==> src/rtl/exec_sequencer.sv <==
`default_nettype none
// ============================================================================
// Module   : exec_sequencer
// Purpose  : Instruction execution sequencer for a small multi-cycle core.
//            Steps each instruction through fetch, decode, unit dispatch,
//            unit completion and writeback. Interrupts are accepted only at
//            the instruction boundary. Illegal unit classes, and optionally
//            unit timeouts, stop the sequencer in a sticky TRAP state.
//
// Ports    : clk          in   core clock, rising edge active
//            rstn         in   asynchronous active-low reset
//            mem_done     in   memory transfer complete (1-cycle pulse)
//            dec_valid    in   decoder fields valid
//            unit_sel[2:0] in  unit class: 0 ALU, 1 LD/ST, 2 MUL, 3 BR/JMP,
//                              4 SYSTEM, 5-7 illegal
//            wb_req       in   instruction writes rd
//            unit_done[4:0] in per-unit done, indexed by unit_sel
//            irq_pending  in   level interrupt request
//            mem_en       out  memory request pulse
//            mem_is_fetch out  mem_en is an instruction fetch
//            dec_en       out  decoder enable
//            unit_en[4:0] out  one-hot unit start pulse
//            rd_we        out  register-file write strobe
//            pc_en        out  pc advance strobe
//            irq_take     out  interrupt accept pulse
//            trap         out  sticky halt flag
//            trap_cause[1:0] out 0 none, 1 illegal unit, 2 timeout
//            state[2:0]   out  current state encoding
//
// Options  : EXEC_SEQUENCER_TIMEOUT_EN - when defined, WAIT is bounded by
//            TIMEOUT_CYCLES and an expired wait traps with cause 2.
//
// Revision : 1.0 - initial release
// ============================================================================
module exec_sequencer #(
   parameter int TIMEOUT_CYCLES = 255
) (
   input  logic       clk,
   input  logic       rstn,
   input  logic       mem_done,
   input  logic       dec_valid,
   input  logic [2:0] unit_sel,
   input  logic       wb_req,
   input  logic [4:0] unit_done,
   input  logic       irq_pending,
   output logic       mem_en,
   output logic       mem_is_fetch,
   output logic       dec_en,
   output logic [4:0] unit_en,
   output logic       rd_we,
   output logic       pc_en,
   output logic       irq_take,
   output logic       trap,
   output logic [1:0] trap_cause,
   output logic [2:0] state
);

   typedef enum logic [2:0] {
      IDLE   = 3'd0,
      FETCH  = 3'd1,
      FWAIT  = 3'd2,
      DECODE = 3'd3,
      EXEC   = 3'd4,
      WAIT   = 3'd5,
      WB     = 3'd6,
      TRAP   = 3'd7
   } state_t;

   localparam logic [1:0] c_cause_none    = 2'd0;
   localparam logic [1:0] c_cause_illegal = 2'd1;
   localparam logic [2:0] c_sel_last      = 3'd4;
   localparam logic [2:0] c_sel_ldst      = 3'd1;

   // Out-of-range limits are a build error rather than silent wraparound.
   generate
      if (TIMEOUT_CYCLES < 1 || TIMEOUT_CYCLES > 255) begin : g_bad_timeout
         $error("exec_sequencer: TIMEOUT_CYCLES must be within 1..255");
      end
   endgenerate

   // ------------------------------------------------------------------------
   // State and registered outputs
   // ------------------------------------------------------------------------
   state_t     state_q, state_d;
   logic [2:0] sel_q, sel_d;
   logic       wb_q, wb_d;
   logic [1:0] cause_q, cause_d;

   logic       mem_en_q, mem_en_d;
   logic       mem_is_fetch_q, mem_is_fetch_d;
   logic       dec_en_q, dec_en_d;
   logic [4:0] unit_en_q, unit_en_d;
   logic       rd_we_q, rd_we_d;
   logic       pc_en_q, pc_en_d;
   logic       irq_take_q, irq_take_d;
   logic       trap_q, trap_d;

   // Done of the latched unit only; other units' done bits are masked off.
   logic [4:0] sel_onehot;
   logic       sel_done;

`ifdef EXEC_SEQUENCER_TIMEOUT_EN
   localparam logic [1:0] c_cause_timeout = 2'd2;
   // Counter holds the number of WAIT cycles already completed, so the
   // trap fires on the edge that ends WAIT cycle number TIMEOUT_CYCLES.
   localparam logic [7:0] c_timeout_last  = 8'(TIMEOUT_CYCLES - 1);
   logic [7:0] wait_cnt_q, wait_cnt_d;
`endif

   // ------------------------------------------------------------------------
   // Next-state and next-output logic
   // ------------------------------------------------------------------------
   always_comb begin
      sel_onehot = 5'b00001 << sel_q;
      sel_done   = |(unit_done & sel_onehot);

      state_d = state_q;
      sel_d   = sel_q;
      wb_d    = wb_q;
      cause_d = cause_q;
`ifdef EXEC_SEQUENCER_TIMEOUT_EN
      wait_cnt_d = wait_cnt_q;
`endif

      case (state_q)
         IDLE: begin
            state_d = FETCH;
         end
         FETCH: begin
            // A mem_done seen here belongs to no request of ours; ignore it.
            state_d = FWAIT;
         end
         FWAIT: begin
            if (mem_done) begin
               state_d = DECODE;
            end
         end
         DECODE: begin
            if (dec_valid) begin
               if (unit_sel > c_sel_last) begin
                  state_d = TRAP;
                  cause_d = c_cause_illegal;
               end else begin
                  sel_d   = unit_sel;
                  wb_d    = wb_req;
                  state_d = EXEC;
               end
            end
         end
         EXEC: begin
            state_d = WAIT;
`ifdef EXEC_SEQUENCER_TIMEOUT_EN
            wait_cnt_d = 8'd0;
`endif
         end
         WAIT: begin
            // A done arriving on the final counted cycle still completes.
            if (sel_done) begin
               state_d = WB;
            end
`ifdef EXEC_SEQUENCER_TIMEOUT_EN
            else if (wait_cnt_q == c_timeout_last) begin
               state_d = TRAP;
               cause_d = c_cause_timeout;
            end else begin
               wait_cnt_d = wait_cnt_q + 8'd1;
            end
`endif
         end
         WB: begin
            state_d = FETCH;
         end
         TRAP: begin
            state_d = TRAP;
         end
         default: begin
            state_d = IDLE;
         end
      endcase

      // Outputs are a function of the state being entered so that, once
      // registered, each strobe lines up with the state it belongs to.
      mem_is_fetch_d = (state_d == FETCH);
      mem_en_d       = (state_d == FETCH) ||
                       ((state_d == EXEC) && (sel_d == c_sel_ldst));
      dec_en_d       = (state_d == DECODE);
      unit_en_d      = (state_d == EXEC) ? (5'b00001 << sel_d) : 5'b00000;
      rd_we_d        = (state_d == WB) && wb_d;
      pc_en_d        = (state_d == WB);
      // Interrupts are only sampled on the WB -> FETCH boundary.
      irq_take_d     = (state_q == WB) && irq_pending;
      trap_d         = (state_d == TRAP);
   end

   // ------------------------------------------------------------------------
   // Registers
   // ------------------------------------------------------------------------
   always_ff @(posedge clk or negedge rstn) begin
      if (!rstn) begin
         state_q        <= IDLE;
         sel_q          <= 3'd0;
         wb_q           <= 1'b0;
         cause_q        <= c_cause_none;
         mem_en_q       <= 1'b0;
         mem_is_fetch_q <= 1'b0;
         dec_en_q       <= 1'b0;
         unit_en_q      <= 5'b00000;
         rd_we_q        <= 1'b0;
         pc_en_q        <= 1'b0;
         irq_take_q     <= 1'b0;
         trap_q         <= 1'b0;
`ifdef EXEC_SEQUENCER_TIMEOUT_EN
         wait_cnt_q     <= 8'd0;
`endif
      end else begin
         state_q        <= state_d;
         sel_q          <= sel_d;
         wb_q           <= wb_d;
         cause_q        <= cause_d;
         mem_en_q       <= mem_en_d;
         mem_is_fetch_q <= mem_is_fetch_d;
         dec_en_q       <= dec_en_d;
         unit_en_q      <= unit_en_d;
         rd_we_q        <= rd_we_d;
         pc_en_q        <= pc_en_d;
         irq_take_q     <= irq_take_d;
         trap_q         <= trap_d;
`ifdef EXEC_SEQUENCER_TIMEOUT_EN
         wait_cnt_q     <= wait_cnt_d;
`endif
      end
   end

   assign mem_en       = mem_en_q;
   assign mem_is_fetch = mem_is_fetch_q;
   assign dec_en       = dec_en_q;
   assign unit_en      = unit_en_q;
   assign rd_we        = rd_we_q;
   assign pc_en        = pc_en_q;
   assign irq_take     = irq_take_q;
   assign trap         = trap_q;
   assign trap_cause   = cause_q;
   assign state        = state_q;

endmodule
`default_nettype wire
==> config.mk <==
export PLATFORM = sky130hd
export DESIGN_NAME = exec_sequencer
export DESIGN_NICKNAME = d
export VERILOG_FILES = /design/src/rtl/exec_sequencer.sv
export SDC_FILE = /design/constraint.sdc
export NUM_CORES = 1
export LEC_CHECK = 0
export ABC_CLOCK_PERIOD_IN_PS = 1400
export BUFFER_PORTS_ARGS = -buffer_cell sky130_fd_sc_hd__buf_2
export CAP_MARGIN = 20
export CORE_MARGIN = 1.5
export CORE_UTILIZATION = 25
export DETAILED_ROUTE_END_ITERATION = 10
export GPL_ROUTABILITY_DRIVEN = 1
export RECOVER_POWER = 100
export REMOVE_ABC_BUFFERS = 1
export SYNTH_ARGS = -nofsm -noshare
export SYNTH_HDL_FRONTEND = slang
export SYNTH_SLANG_ARGS = --single-unit
==> constraint.sdc <==
create_clock -name clk -period 1.4 [get_ports clk]
set_input_delay 0.42 -clock clk [delete_from_list [all_inputs] [get_ports clk]]
set_output_delay 0.42 -clock clk [all_outputs]
set_load 0.05 [all_outputs]
# After elaboration in Yosys (flattened, before gate mapping)
# Index checks and enable logic that the tools add are counted.
# classes
add_sub_neg,0
n_mul,0
div_mod_pow,0
order_cmp,1
n_eq_ne,13
shift,2
muxes,12
n_bitwise,1
n_reduce_logical,8
# op_table
op,count
equality test 3 bit (second input constant),7
one-hot mux 3 bit (7 select lines),1
2-to-1 mux 3 bit,6
<< shifter 1 x 3 -> 5 bit (first input constant),2
equality test 3 x 1 -> 1 bit (second input constant),3
equality test 3 x 2 -> 1 bit (second input constant),3
AND 5 bit,1
2-to-1 mux 5 bit,1
OR reduction 5 bit,1
greater-than comparator 3 bit (second input constant),1
logical AND 1 bit,3
zero test 3 bit,1
2-to-1 mux 1 bit,3
AND reduction 3 bit,1
2-to-1 mux 2 bit,1
OR reduction 2 bit,1
logical OR 1 bit,1
# totals
reg_bits,20
latchBits,0
mem_bits_rw,0
mem_bits_ro,0
out_inout_bits,17
wordCells,49
mem_count,0

# Longest topological paths before layout
# Gate-level depths: netlist (run 1).
# logic_depth
depth_word,8
mapped_depth,5
depth_no_buf,4

# Worst setup path after synthesis (run 1)
# OpenSTA, ideal clock, no wires.
# synth_timing
path_kind,reg-to-reg
start,"register state_q[2], in the netlist state[2]"
end,"register rd_we_q, in the netlist rd_we"
arrival_ns,1.646
required_ns,1.282
slack_ns,-0.364
stages_incl_launch_ff,6
n_path_buf,1
synth_period_minus_slack_ns,1.764
cell_sequence,dfrtp_1 buf_2 nand4b_4 nand2b_4 mux2_1 nor2b_1
# synth_lines
item,line_no,text
start: declaration,84,"state_t state_q, state_d;"
start signal: assignment,216,state_q <= state_d;
equality test 3 x 2 -> 1 bit,125,case (state_q)
2-to-1 mux 1 bit,125,
net wb_d,86,"logic wb_q, wb_d;"
logical AND 1 bit,188,rd_we_d = (state_d == WB) && wb_d;
net rd_we_d,93,"logic rd_we_q, rd_we_d;"
end signal: assignment,224,rd_we_q <= rd_we_d;
end: declaration,93,
# The timed path passes the listed nets, and every way through them passes these cells.
# A chain may end at the register's enable or synchronous reset.

# Final worst setup path (run 1)
# layout_timing
start,register sel_q[0]
end,"register dec_en_q, in the netlist dec_en"
# layout_via
elab_chain_len,6
# layout_lines
item,line_no,text
start: declaration,85,"logic [2:0] sel_q, sel_d;"
start signal: assignment,217,sel_q <= sel_d;
<< shifter 1 x 3 -> 5 bit,114,sel_onehot = 5'b00001 << sel_q;
AND 5 bit,115,sel_done = |(unit_done & sel_onehot);
OR reduction 5 bit,115,
2-to-1 mux 3 bit,158,if (sel_done) begin
one-hot mux 3 bit (7 select lines),125,
equality test 3 x 2 -> 1 bit,186,dec_en_d = (state_d == DECODE);
net dec_en_d,91,"logic dec_en_q, dec_en_d;"
end signal: assignment,222,dec_en_q <= dec_en_d;
end: declaration,91,
# The timed path passes the listed nets, and every way through them passes these cells.

==> flow_summary.ini, run 1 <==
[outcome]
status = finished with violations
violations = negative setup slack

[flow_run]
drv_cap = 0

[finish]
antenna_cells = 0
layout_common_cells = dfrtp_1 (20), clkbuf_2 (14), buf_2 (13)
fin_nets = 127
area_delta_synth_final_pct = 39.7
final_common_cell = dfrtp_1
largest_reg_flops = 5
drive_above_1_share = 0.505
final_area_mm2 = 0.00122

[worst_setup_path]
cp.required_ps = 1580
arrival_ps = 1770
critPathKind = reg -> reg
cp_max_fo = 4
start_kind = register
cp-end-kind = register

[routing]
drt_pass1_iterations = 3
drtIter0Drc = 16
vias = 651
postRouteAntennaNets = 0
drt-total-wl_mm = 1.64
via_per_inst = 4.15
drcViolationCount = 0
post_drt_wl_per_cell_um = 10.5

[die]
die_w_um = 62.0
rows = 21
die_h_um = 62.0
ios = 31
start_util = 0.261
die_area_mm2 = 0.00385
core_area_mm2 = 0.00334

[synth]
synth-seq-cells = 20
synth_seq_area_share = 0.575
netlist_instances = 67
synthTopCellsByArea = dfrtp_1 (57%), mux2_1 (3.9%), nand4b_4 (2.7%)
synth_cell_types = 33
yosysTopAreaCell = dfrtp_1
yosys_warnings = 0
yosys.area.top_type_share = 0.575
syn_area_um2 = 871
synth.avg_cell_area_um2 = 13.0

[clocking]
clock_sinks = 20
ctsHoldBuffers = 0
path_clk_slew_ps = 100
clk_latency_ps = 290
cts_buffers = 3
cts_tree = done
clock_path_buffers = 2
cts_root_buffer = clkbuf_4
htreeDepth = 1

[sta]
period_share = 1.14
setup_viol = 7
setup_tns_ps = -942
fin_skew_ps = 2.11
drv_slew = 0
fmax_mhz = 628
tightest_slew_ps = 1050
min_period_ps = 1590
hold_viol = 0
max_slew_margin = 0.302
whs_ps = 285
rsz0062_at_grt = true
setup_ws_ps = -191

[global_route]
grt_pass1_wl_mm = 2.57
grt_pass1_vias = 580
gr-total-overflow = 0
antenna_found_initial = 0
grtUsageTotal = 0.0951
grt_max_degree = 21

[worst_hold_path]
holdCritPathClass = in -> async

[pwr]
p_per_area_mw_per_mm2 = 2150
ir_worst_vdd_uv = 415
total_power_mw = 2.62
p_leak_nw = 0.609

[place]
place_ws_ps = -265
dp.final_hpwl_mm = 1.28
place_congestion = 0.822
portBuffers = 29
place_area_mm2 = 0.00115
metal layers:
metal	vias up	track usage	part of all wire
li1	329	-	-
met1	305	0.115	0.42
met2	15	0.156	0.52
met3	2	0.0186	0.041
met4	0	0.0547	0.016
met5	-	0	0
power by group:
part | internal, mW | total [mW] | switching, mW | leakage [nW]
Combinational | 0.625 | 1.50 | 0.873 | 0.340
Clock | 0.0999 | 0.257 | 0.157 | 0.0138
Sequential | 0.751 | 0.862 | 0.111 | 0.256
Total | 1.48 | 2.62 | 1.14 | 0.609
critical path, cell delays in order (launching register included):
cell and delay, ps:
dfrtp_1 430, mux2_4 310, a221o_1 370, a32oi_2 290
nor3_2 80
area by class of cell:
cell class,count,area (um^2)
timing repair buffer,43,259
multi-input combinational,42,365
sequential,20,500
clock buffer,3,22.5
inverter,3,11.3
fill,328,2120
tap,46,57.6
Yosys cell counts:
cell       n
nor4_2     1
dfrtp_1   20
and2b_4    1
and4bb_2   1
inv_1      3
and3_1     1
xor2_1     1
nor4b_1    1
o32a_2     1
o22a_1     1
nand2b_4   1
mux2_1     3
buf_2      1
or2_2      2
a221o_1    1
a32oi_2    1
o21bai_1   1
buf_4      1
nor3_1     1
a21oi_1    1
nor2b_1    3
nor3_2     1
conb_1     1
nor3b_1    2
nor2_1     3
nor4bb_1   1
nand2_1    4
mux2_2     2
and2_1     2
nor4_1     1
o21ai_1    1
and4b_1    1
nand4b_4   1
kinds of logic after synthesis:
| group | after synthesis | share of synthesized area |
|---|---|---|
| simple gates | 28 | 0.246 |
| flops | 20 | 0.575 |
| compound gates | 7 | 0.0733 |
| mux | 5 | 0.0647 |
| buf+inv | 5 | 0.0273 |
| xor+xnor | 1 | 0.0101 |
| other cells | 1 | 0.00431 |
timing repair:
| action | 4_1_cts | 5_1_grt |
|---|---|---|
| setup buffers | 1 | 1 |
| resized for setup | 6 | 6 |
| setup endpoints to repair | 8 | 10 |
| pin swaps | 2 | 1 |
path summary, 6_finish.rpt:
| kind | startpoint | end | slack [ps] | depth (start not counted) |
|---|---|---|---|---|
| worst max-delay path | sel_q[0] | dec_en | -190 | 4 |
| worst min-delay path | rstn | rd_we | 290 | 1 |
| worst max register to register | sel_q[0] | dec_en | -190 | 4 |
| worst min register to register | trap_cause[0] | trap_cause[0] | 480 | 1 |
| max in group asynchronous | rstn | state[2] | 490 | 1 |
| min in group clk | wb_req | wb_q | 350 | 2 |
through the flow:
step                 util  instances
floorplan               -         65
global placement    0.345        152
detailed placement  0.345        152
CTS                 0.360        156
global route        0.364        157
finish              0.364        157
(Power assumes the default switching activity.)
==> run 2: changes to the inputs <==
- CORE_UTILIZATION: 25 -> 42
- PLACE_DENSITY: default -> 0.72
==> run 2 against run 1 <==
Net effect:
- critical path depth is the same
- clock skew shrank 0.59 ps
- the flow still finishes with violations (negative setup slack)
- first-iteration DRC count fell by 38%
- sequential cell count stayed put
- count of clock-buffer cells in the layout rose by 1
- non-clock buffer count grew 2
- global-route usage grew 6.7 points
- via count is 5.2% higher
- core utilization increased by 26 points
- fmax about the same
- sequential power up 0.7%
==> flow_summary.ini, run 2 (synthesized netlist as in run 1, its figures left out) <==
[worst_setup_path]
arrival_ps = 1770
path_buf_inv = 0
cp.required_ps = 1580
cp_max_fo = 4
reg2regPathDepth = 4
start_kind = register
critPathKind = reg -> reg
max_stage_delay_ps = 440
cp-end-kind = register
path_depth = 4
crit_slowest_cell = dfrtp_1
crit_chain = mux2_4, a221o_1, a32oi_2, nor4_2
cpLargestDelayFamily = compound AO/OA/AOI/OAI gates

[worst_hold_path]
holdCritPathClass = in -> async

[finish]
fin_nets = 129
largest_reg_flops = 5
layout.cells.non_filler = 141
antenna_cells = 0
layout_common_cells = dfrtp_1 (19), buf_2 (13), clkbuf_2 (12)
area_delta_synth_final_pct = 40.7
drive_above_1_share = 0.526
final_common_cell = dfrtp_1

[die]
die_area_mm2 = 0.00236
die_h_um = 48.5
ios = 31
rows = 16
core_area_mm2 = 0.00196
die_w_um = 48.5
start_util = 0.444

[sta]
min_period_ps = 1590
fin_skew_ps = 1.53
max_slew_margin = 0.324
tightest_slew_ps = 1010
period_share = 1.14
setup_viol = 10
hold_viol = 0
setup_ws_ps = -191
setup_tns_ps = -1110
drv_slew = 0
fmax_mhz = 628
rsz0062_at_grt = true
whs_ps = 268

[routing]
drcViolationCount = 0
post_drt_wl_per_cell_um = 12.8
drtIter0Drc = 10
drt_pass1_iterations = 4
postRouteAntennaNets = 0
vias = 685
drt-total-wl_mm = 1.80
via_per_inst = 4.86

[clocking]
clock_sinks = 20
ctsHoldBuffers = 0
clock_path_buffers = 2
clk_latency_ps = 290
cts_buffers = 3
htreeDepth = 1
path_clk_slew_ps = 110
cts_tree = done
cts_root_buffer = clkbuf_4

[pwr]
p_comb_frac = 0.570
p_int_mw = 1.60
seq_power_share = 0.314
ir_worst_vdd_uv = 1190
total_power_mw = 2.76
p_switching_mw = 1.17
p_sw_frac = 0.423
p_per_area_mw_per_mm2 = 2260
clkPwrFrac = 0.116
p_leak_nw = 0.625

[global_route]
grt_pass1_vias = 721
gr-total-overflow = 0
grt_pass1_wl_mm = 2.98
grtUsageTotal = 0.162
grt_max_degree = 21
antenna_found_initial = 0

[place]
placedCellCount = 133
portBuffers = 29
place_congestion = 0.710
dp.final_hpwl_mm = 1.23
place_ws_ps = -268

[outcome]
status = finished with violations
violations = negative setup slack

[flow_run]
drv_cap = 0
## run 2: changes by cell type in the layout (fill, tap and decap cells not counted)
cell and change:
buf_4 +1, buf_6 +2, buf_8 +1, clkbuf_2 -2
clkbuf_8 +1, dfrtp_1 -1, dfrtp_2 +1, nand4b_2 +1
nand4b_4 -1, nor4_2 +1, nor4_4 -1
## run 2: final cells by class
cell class / instances / area (um^2)
fillers: 153 / 737
flip-flops and latches: 20 / 502
multi-input cells: 42 / 348
repair buffers: 45 / 294
clock buffers: 4 / 36.3
well taps: 27 / 33.8
inverters: 3 / 11.3
## run 2: final timing paths
kind | slack [ps] | endpoint | start
max | -190 | trap | sel_q[0]
max in group asynchronous | 460 | state[1] | rstn
min in group clk | 370 | wb_q | wb_req
min | 270 | unit_en[4] | rstn
max reg2reg | -190 | trap | sel_q[0]
min reg2reg | 490 | trap_cause[0] | trap_cause[0]
## run 2: power groups by stage
stage / logic [mW] / registers [mW] / clock network, mW
3_5_place_dp: 1.36 / 0.877 / 0
2_1_floorplan: 0.530 / 1.30 / 0
6_report: 1.57 / 0.868 / 0.321
3_3_place_gp: 1.34 / 0.871 / 0
4_1_cts: 1.52 / 0.864 / 0.331
5_1_grt: 1.68 / 0.882 / 0.364
## run 2: per-layer routing
| metal | vias to the layer above | routed length [um] | GRT usage |
|---|---|---|---|
| met5 | - | 0 | 0 |
| met2 | 15 | 965 | 0.308 |
| met3 | 2 | 49 | 0.0278 |
| met4 | 0 | 14 | 0.0429 |
| met1 | 339 | 768 | 0.188 |
| li1 | 329 | - | - |
## run 2: per-stage QoR
step,area (um^2),utilization
3_3_place_gp,1130,0.575
6_report,1220,0.624
3_5_place_dp,1130,0.575
2_1_floorplan,858,-
5_1_grt,1220,0.624
4_1_cts,1210,0.619
## run 2: repair_timing
item,CTS,global route
resized for setup,11,6
buffers inserted,2,2
pin swaps,2,1
endpoints found under the setup margin,7,13
==> run 3: changes to the inputs <==
- ABC_AREA: default -> 1
- CORE_UTILIZATION: 42 -> 43
- PLACE_DENSITY: 0.72 -> 0.73
==> run 3 against run 2 <==
Net effect:
- the flow still finishes with violations (negative setup slack)
- combinational power decreased by 6%
- core utilization decreased by 0.45 points
- design area decreased by 0.71%
- sequential share of layout area increased by 0.40 points
- clock skew is 1.1 ps higher
- global-route usage shrank 0.35 points
- setup slack gained 190 ps
- hold slack worse by 35 ps
- power grew 1.6%
- fmax increased by 13%
- register-to-register slack better by 290 ps
- highest routed layer unchanged
==> flow_summary.ini, run 3 <==
[outcome]
status = finished with violations
violations = negative setup slack

[die]
die_h_um = 48.5
start_util = 0.454
rows = 16
die_area_mm2 = 0.00235
ios = 31
die_w_um = 48.5
core_area_mm2 = 0.00196

[place]
placedCellCount = 162
place_area_mm2 = 0.00108
dp.final_hpwl_mm = 1.34
portBuffers = 29
place_congestion = 0.794
place_ws_ps = -8.77

[sta]
setup_viol = 1
tightest_slew_ps = 968
hold_viol = 0
whs_ps = 233
fin_skew_ps = 2.67
fmax_mhz = 711
drv_slew = 0
min_period_ps = 1410
period_share = 1.00
rsz0062_at_grt = true
max_slew_margin = 0.354
setup_tns_ps = -5.71
setup_ws_ps = -5.71

[synth]
netlist_instances = 104
async_reset_ff_frac = 1.00
yosys_most_used_dff = dfrtp_1
synth_seq_area_share = 0.562
yosysTopAreaCell = dfrtp_1
yosys_warnings = 0
yosys.area.top_type_share = 0.562
synthTopCellsByArea = dfrtp_1 (56%), nand2_1 (11%), inv_1 (8.4%)
synth_cell_types = 18
synth.avg_cell_area_um2 = 8.57
syn_area_um2 = 891
synth_edf_count = 0
synth_commonest_cells = nand2_1 (27), dfrtp_1 (20), inv_1 (20), nand3_1 (8), nor2_1 (8)
synth-seq-cells = 20
synth_most_common_cell = nand2_1

[routing]
post_drt_wl_per_cell_um = 11.3
via_per_inst = 4.81
vias = 818
drcViolationCount = 0
drt_pass1_iterations = 4
postRouteAntennaNets = 0
drt-total-wl_mm = 1.92
drtIter0Drc = 22

[flow_run]
drv_cap = 0

[finish]
multi_input_area_um2 = 333
fill_cells = 178
area_delta_synth_final_pct = 36.5
fin_nets = 158
postLayoutCoreUtil = 0.620
register_area_um2 = 503
final_area_mm2 = 0.00122
layout.cells.non_filler = 170
drive_above_1_share = 0.392
final_common_cell = buf_2
antenna_cells = 0
layout_common_cells = buf_2 (25), nand2_1 (24), inv_1 (19)
largest_reg_flops = 5

[pwr]
p_per_area_mw_per_mm2 = 2310
p_leak_nw = 0.706
total_power_mw = 2.81
ir_worst_vdd_uv = 1460

[worst_setup_path]
timing.reg2reg.setup_slack_ps = 100
arrival_ps = 990
critPathKind = reg -> out
cp.required_ps = 980
cp-end-kind = primary output
cp_max_fo = 3
start_kind = register

[worst_hold_path]
holdCritPathClass = in -> async

[global_route]
grt_pass1_vias = 744
gr-total-overflow = 0
grt_pass1_wl_mm = 2.85
grtUsageTotal = 0.159
antenna_found_initial = 0
grt_max_degree = 21

[clocking]
clk_latency_ps = 300
cts_tree = done
cts_buffers = 3
clock_sinks = 20
path_clk_slew_ps = 110
clock_path_buffers = 2
htreeDepth = 1
cts_root_buffer = clkbuf_4
[run 3: changes by cell type after synthesis, sizes merged, moves of 3 or more]
| cell | delta |
|---|---|
| nand3 | +8 |
| o21ai | +5 |
| mux2 | -5 |
| inv | +18 |
| nand2 | +26 |
| nor2 | +6 |
| nor2b | -3 |
[run 3: routing by layer]
layer	wire length, um	part of all wire	GRT usage	vias up
met1	781	0.41	0.165	388
li1	-	-	-	395
met2	995	0.52	0.296	30
met3	88	0.046	0.0216	5
met4	51	0.027	0.105	0
met5	0	0	0	-
[run 3: final timing paths]
| check | to | startpoint | cells past startpoint |
|---|---|---|---|
| worst min register to register | trap_cause[0] | trap_cause[0] | 1 |
| min in group clk | irq_take | irq_pending | 3 |
| worst min-delay path | state[2] | rstn | 1 |
| worst max register to register | mem_en | state[2] | 7 |
| worst max-delay path | state[2] | state[2] | 2 |
| max in group asynchronous | state[1] | rstn | 1 |
[run 3: critical path, stage by stage (launching register included)]
cell     delay (ps)
dfrtp_1         410
buf_6           130
buf_8           140
[run 3: area by class of cell]
class | count | share of cell area
Clock buffer | 3 | 0.0185
Sequential cell | 20 | 0.414
Tap cell | 27 | 0.0278
Multi-Input combinational cell | 63 | 0.274
Timing Repair Buffer | 35 | 0.177
Clock inverter | 1 | 0.0247
Inverter | 21 | 0.0648
[run 3: kinds of logic (layout without fill, tap and decap cells)]
group           count (synthesis)  count (layout)  share of synthesized area
compound gates                  9               9                     0.0702
buf+inv                        22              60                     0.0969
flops                          20              20                      0.562
other cells                     1               1                    0.00421
simple gates                   52              53                      0.267
[run 3: power breakdown]
part	leakage, nW	switching, mW	internal, mW
clock	0.0279	0.180	0.290
combinational	0.427	1.01	0.466
sequential	0.251	0.111	0.753
[run 3: repair_timing]
action / in CTS / in global routing
pin swaps: 0 / 1
hold buffers: 0 / 0
resized for setup: 7 / 10
endpoints found under the setup margin: 3 / 11
setup buffers: 0 / 3
cloned: 0 / 1
endpoints found under the hold margin: 0 / 0
